[config.mk]
export PLATFORM = sky130hd
export DESIGN_NAME = hack_cpu_ctrl
export DESIGN_NICKNAME = d
export VERILOG_FILES = /design/src/rtl/hack_cpu_ctrl.sv
export SDC_FILE = /design/constraint.sdc
export NUM_CORES = 1
export LEC_CHECK = 0
export CAP_MARGIN = 20
export CORE_MARGIN = 4
export CORE_UTILIZATION = 41
export DETAILED_ROUTE_END_ITERATION = 8
export GPL_ROUTABILITY_DRIVEN = 1
export PLACE_DENSITY = 0.86
export SLEW_MARGIN = 30
export SYNTH_ARGS = -nofsm -noshare
export SYNTH_HDL_FRONTEND = slang
export SYNTH_SLANG_ARGS = --single-unit
[constraint.sdc]
create_clock -name clk_in -period 2.22 [get_ports clk_in]
set_clock_uncertainty 0.2 [all_clocks]
set_input_delay 0.222 -clock clk_in [delete_from_list [all_inputs] [get_ports clk_in]]
set_output_delay 0.222 -clock clk_in [all_outputs]
set_load 0.02 [all_outputs]
[src/rtl/hack_cpu_ctrl.sv]
// Hack CPU control core: owns the A, D and PC registers, decodes A/C-instructions,
// steers the external ALU and data memory, and resolves jumps.
module hack_cpu_ctrl #(
  parameter int DATA_WIDTH = 16,
  parameter int ADDR_WIDTH = 15
) (
  input  logic                  clk_in,
  input  logic                  rst_n_in,
  input  logic                  en_in,
  input  logic [DATA_WIDTH-1:0] instr_in,
  input  logic [DATA_WIDTH-1:0] inM_in,
  output logic [DATA_WIDTH-1:0] aluX_out,
  output logic [DATA_WIDTH-1:0] aluY_out,
  output logic                  zx_out,
  output logic                  nx_out,
  output logic                  zy_out,
  output logic                  ny_out,
  output logic                  f_out,
  output logic                  no_out,
  input  logic [DATA_WIDTH-1:0] aluZ_in,
  input  logic                  zr_in,
  input  logic                  ng_in,
  output logic [DATA_WIDTH-1:0] outM_out,
  output logic                  writeM_out,
  output logic [ADDR_WIDTH-1:0] addressM_out,
  output logic [ADDR_WIDTH-1:0] pc_out
);

  logic [DATA_WIDTH-1:0] r_a;
  logic [DATA_WIDTH-1:0] r_d;
  logic [ADDR_WIDTH-1:0] r_pc;

  logic w_is_c;
  logic w_jump;
  logic w_unused_bits;

  assign w_is_c        = instr_in[15];
  assign w_unused_bits = ^instr_in[14:13];

  assign w_jump = w_is_c & ((instr_in[2] & ng_in) |
                            (instr_in[1] & zr_in) |
                            (instr_in[0] & ~ng_in & ~zr_in));

  // The jump target is the A value from before this edge, even when d1 rewrites A.
  always_ff @(posedge clk_in or negedge rst_n_in) begin
    if (!rst_n_in) begin
      r_a  <= '0;
      r_d  <= '0;
      r_pc <= '0;
    end else if (en_in) begin
      if (!w_is_c) begin
        r_a <= instr_in;
      end else begin
        if (instr_in[5]) r_a <= aluZ_in;
        if (instr_in[4]) r_d <= aluZ_in;
      end
      r_pc <= w_jump ? r_a[ADDR_WIDTH-1:0] : r_pc + ADDR_WIDTH'(1);
    end
  end

  assign aluX_out = r_d;
  assign aluY_out = (w_is_c && instr_in[12]) ? inM_in : r_a;

  assign zx_out = w_is_c & instr_in[11];
  assign nx_out = w_is_c & instr_in[10];
  assign zy_out = w_is_c & instr_in[9];
  assign ny_out = w_is_c & instr_in[8];
  assign f_out  = w_is_c & instr_in[7];
  assign no_out = w_is_c & instr_in[6];

  assign outM_out     = aluZ_in;
  assign addressM_out = r_a[ADDR_WIDTH-1:0];
  assign pc_out       = r_pc;
  // Gating with the reset pin keeps stray memory writes out while reset is held.
  assign writeM_out   = w_is_c & instr_in[3] & en_in & rst_n_in;

endmodule

# Yosys cells after proc, flatten, opt, wreduce, memory -nomap -nowiden
# Index checks and enable logic that the tools add are counted.
[totals]
regBits = 47
in_bits = 53
output_inout_bits = 85
elab_cells = 30
[classes]
n_addsub = 1
n_eq_ne = 1
mux = 4
bitwise_logic = 18
n_reduce_logical = 3
[op_table]
columns = ["operator", "n"]
rows = [
  ["2-to-1 mux 16 bit", 3],
  ["adder 15 x 1 -> 15 bit, second input constant", 1],
  ["2-to-1 mux 15 bit", 1],
  ["bitwise AND 1 bit", 14],
  ["AND reduction 3 bit", 1],
  ["!= test 2 bit, second input constant", 1],
  ["NOT 1 bit", 2],
  ["OR 1 bit", 2],
  ["AND reduction 2 bit", 1],
  ["logical AND 1 bit", 1],
]

# Logic depth before layout (Yosys ltp)
[depth]
word_depth = 6
depth_mapped = 7
ltp_nobuf = 5

# Worst setup path after synthesis
# OpenSTA, ideal clock, no wires.
[synth_path]
kind = "register -> register"
from = "reg r_pc[0], in the netlist pc_out[0]"
to = "reg r_pc[14], in the netlist pc_out[14]"
setup_ns = 0.069
arrival_time_ns = 1.655
slack_ns = 0.296
path_stages_with_launch = 6
path_buffers = 0
period_less_slack_ns = 1.924
path_cell_list = "dfrtp_1 ha_1 and4_1 nand3_1 or4_1 nand3_1"
[synth_via]
elab_chain_len = 2
[synth_lines]
columns = ["item", "line_no", "text"]
rows = [
  ["from (decl)", "31", "logic [ADDR_WIDTH-1:0] r_pc;"],
  ["from (signal assigned)", "57", "r_pc <= w_jump ? r_a[ADDR_WIDTH-1:0] : r_pc + ADDR_WIDTH'(1);"],
  ["adder 15 x 1 -> 15 bit", "57", ""],
  ["2-to-1 mux 15 bit", "57", ""],
]
# Every way passes these cells.
# A chain may end at the register's enable or synchronous reset.

# Final worst setup path
[layout_path]
from = "in instr_in[15]"
to = "out no_out"
[layout_via]
elab_chain_len = 1
[layout_lines]
columns = ["item", "line_no", "text"]
rows = [
  ["from (decl)", "10", "input logic [DATA_WIDTH-1:0] instr_in,"],
  ["bitwise AND 1 bit", "69", "assign no_out = w_is_c & instr_in[6];"],
  ["to (decl)", "19", "output logic no_out,"],
]
# Every way passes these cells.

==> flow_summary.ini <==
[timing]
holdWs_ns = 0.314
tightest_slew_ns = 0.612
max_freq_ghz = 0.463
finalHoldViolCount = 0
slew_headroom_pct = 59.2
finalSetupViolCount = 0
grt_setup_unrepaired = false
period_share_pct = 97.3
slew_violations = 0
final.min_clock_period_ns = 2.16

[drt]
vias = 2503
top_layer = met4
drt_iter0_drc = 132
drc = 0
first_pass_iters = 5
wl_met1_um = 3340
wl_met2_um = 4290
drt.antenna.violating_nets = 0
route.detailed.wl_per_inst_um = 17.2
wl_met3_um = 544
wirelength_um = 8230
avgViaCountPerCell = 5.23

[flow_run]
drv_cap = 0

[worst_setup_path]
required_ns = 1.80
worstPathCellList = clkdlybuf4s50_1, buf_4, and2_1, clkdlybuf4s50_1
max_stage_delay_ns = 0.61
crit_type = in2out
worstReg2RegStart = pc_out[0]
crit_family = buffers and inverters
r2r_setup_slack_ns = 0.24
crit_top_cell = clkdlybuf4s50_1
slowest_stage = clkdlybuf4s50_1
setup.worst_path.start_class = input port
rr_worst_depth = 5
path_max_fanout = 14
cp-end-kind = output port
cp.buffers_inverters = 3
crit_arrival_ns = 1.74
r2r_end = pc_out[14]

[global_routing]
grt_pass1_wl_um = 13400
grt_max_degree = 48
antenna_found_initial = 0
overflow = 0
grt_pass1_vias = 2642
grt_use_total_pct = 20.0

[clock_tree]
cts_buffers = 5
clkTransAtPathRegs_ns = 0.08
clock_sinks = 47
htree_levels = 2
clk_path_buf_depth = 2
clock_latency_ns = 0.29
clockRootBuffer = clkbuf_8
post_cts_buffers = 0
cts_tree = done

[power]
cellPowerDensity_nw_per_um2 = 729
ir_drop_v = 0.000506
leakage_uw = 0.00185
power_uw = 3110

[floorplan]
rows = 30
die-area_um2 = 8290
die_x_um = 91.0
start_util_pct = 41.9
core_um2 = 6760
die_h_um = 91.0
ioPinCount = 138

[place]
gp_congestion = 0.823
io_buffers = 137
post-dp-hpwl_um = 6590

[synth]
ys_seq_area_share_pct = 41.6
syn-num-nets = 333
syn_avg_cell_area_um2 = 10.1
syn_inst = 279
ys_ff_latch = 47
syn_area_um2 = 2830
ys_warn_count = 0
synth-edff-count = 0
synthArstFlopShare_pct = 100
synthFlopType = dfrtp_1
synthDistinctLibCells = 44

[min_path]
holdPathEnd = aluX_out[0]
hold_path_class = reg2reg
hold_depth = 1
hp-start = aluX_out[0]

[run_status]
outcome = finished clean

[finish]
area_growth_syn_to_layout_pct = 50.8
nets = 452
num_antenna_cells = 0
utilization_pct = 63.1
drive_above_1_share_pct = 16.5
power by group:
group          switching [µW]  internal [µW]
logic                     639            678
registers                 194           1030
clock network             288            285
layout by cell type, fill, tap and decap left out, types with 2 or more instances in the layout:
| master | synthesis | routed |
|---|---|---|
| a21oi_1 | 3 | 3 |
| mux2i_1 | 22 | 22 |
| a211o_1 | 2 | 2 |
| or4_1 | 2 | 2 |
| o21ai_1 | 7 | 7 |
| nor2_1 | 6 | 6 |
| a2bb2oi_1 | 3 | 3 |
| o211ai_1 | 3 | 3 |
| mux2_2 | 32 | 32 |
| a22oi_1 | 2 | 2 |
| nand2_1 | 27 | 27 |
| buf_12 | 0 | 3 |
| nor4b_1 | 2 | 2 |
| and2_1 | 6 | 6 |
| and3_1 | 3 | 3 |
| nand4_1 | 3 | 3 |
| o2bb2ai_1 | 4 | 4 |
| clkbuf_8 | 0 | 7 |
| buf_4 | 32 | 18 |
| clkdlybuf4s50_1 | 0 | 119 |
| dlygate4sd2_1 | 0 | 17 |
| a31oi_1 | 2 | 2 |
| nand3_1 | 8 | 8 |
| nor3_1 | 8 | 8 |
| nor4_1 | 2 | 2 |
| inv_1 | 6 | 6 |
| o21ai_0 | 16 | 15 |
| dfrtp_1 | 47 | 47 |
stage by stage:
step / setup WS [ns] / area [µm²] / TNS, ns / cells
2_1_floorplan: 0.296 / 2830 / 0 / 279
3_3_place_gp: -0.0566 / 4180 / -0.762 / 470
3_5_place_dp: -0.0834 / 4180 / -1.00 / 470
4_1_cts: 0.0480 / 4260 / 0 / 479
5_1_grt: 0.00307 / 4260 / 0 / 479
6_report: 0.0590 / 4260 / 0 / 479
per-layer routing:
metal	vias to the layer above	track usage, %
li1	1201	-
met1	1199	24.6
met2	96	34.8
met3	7	5.47
met4	0	4.40
met5	-	0
cell usage after synthesis, types with 2 or more instances:
| cell type | instances | area [µm²] |
|---|---|---|
| nand4_1 | 3 | 18.8 |
| buf_6 | 2 | 22.5 |
| and3_1 | 3 | 18.8 |
| mux2i_1 | 22 | 220 |
| inv_1 | 6 | 22.5 |
| o211ai_1 | 3 | 22.5 |
| nor4b_1 | 2 | 17.5 |
| o21ai_0 | 16 | 80.1 |
| buf_4 | 32 | 240 |
| nand3_1 | 8 | 40.0 |
| a22oi_1 | 2 | 15.0 |
| mux2_2 | 32 | 360 |
| nor3_1 | 8 | 40.0 |
| nor2_1 | 6 | 22.5 |
| o21ai_1 | 7 | 35.0 |
| o2bb2ai_1 | 4 | 35.0 |
| dfrtp_1 | 47 | 1180 |
| a2bb2oi_1 | 3 | 26.3 |
| buf_2 | 5 | 25.0 |
| nand2_1 | 27 | 101 |
| and2_1 | 6 | 37.5 |
| a31oi_1 | 2 | 12.5 |
| or4_1 | 2 | 15.0 |
| a21oi_1 | 3 | 15.0 |
| nor4_1 | 2 | 12.5 |
| clkbuf_1 | 7 | 26.3 |
| a211o_1 | 2 | 17.5 |
sequential cells by signal, indices dropped and copies added (netlist names):
name      count
aluX_out     16
r_a          16
pc_out       15
worst max-delay path by stage:
stage | startpoint | endpoint | slack [ns] | cells after the start
3_5_place_dp | instr_in[15] | aluY_out[1] | -0.08 | 5
4_1_cts | instr_in[15] | no_out | 0.05 | 4
2_1_floorplan | pc_out[0] | pc_out[14] | 0.30 | 5
5_1_grt | instr_in[15] | zy_out | 0.003 | 4
3_3_place_gp | instr_in[15] | aluY_out[1] | -0.06 | 5
6_report | instr_in[15] | no_out | 0.06 | 4
cells by family (layout without fill, tap and decap cells):
family / count (synthesis) / count (layout) / share of synthesized area (%)
muxes: 54 / 54 / 20.5
buffers and inverters: 54 / 174 / 12.2
and+or+nand+nor: 72 / 72 / 12.9
DFF: 47 / 47 / 41.6
adders and majority gates: 1 / 1 / 0.442
AOI/OAI and AO/OA: 51 / 51 / 12.4
layout make-up:
class	count	area, µm²
clock buffers	8	100
inverters	7	26.3
well taps	80	100
multi-input cells	178	1310
flip-flops and latches	47	1180
repair buffers	159	1550
fillers	563	2490
worst register-to-register path, cell delays in order (launching register included):
cell	delay, ns
dfrtp_1	0.43
ha_1	0.26
and4_1	0.24
nand3_1	0.16
or4_1	0.54
nand3_1	0.09
repair_timing:
action | 4_1_cts | 5_1_grt
hold buffers | 1 | 0
setup endpoints to repair | 17 | 0
hold endpoints to repair | 47 | 0
resized for setup | 17 | 0
Note: power is estimated with default switching activity, not from simulation.
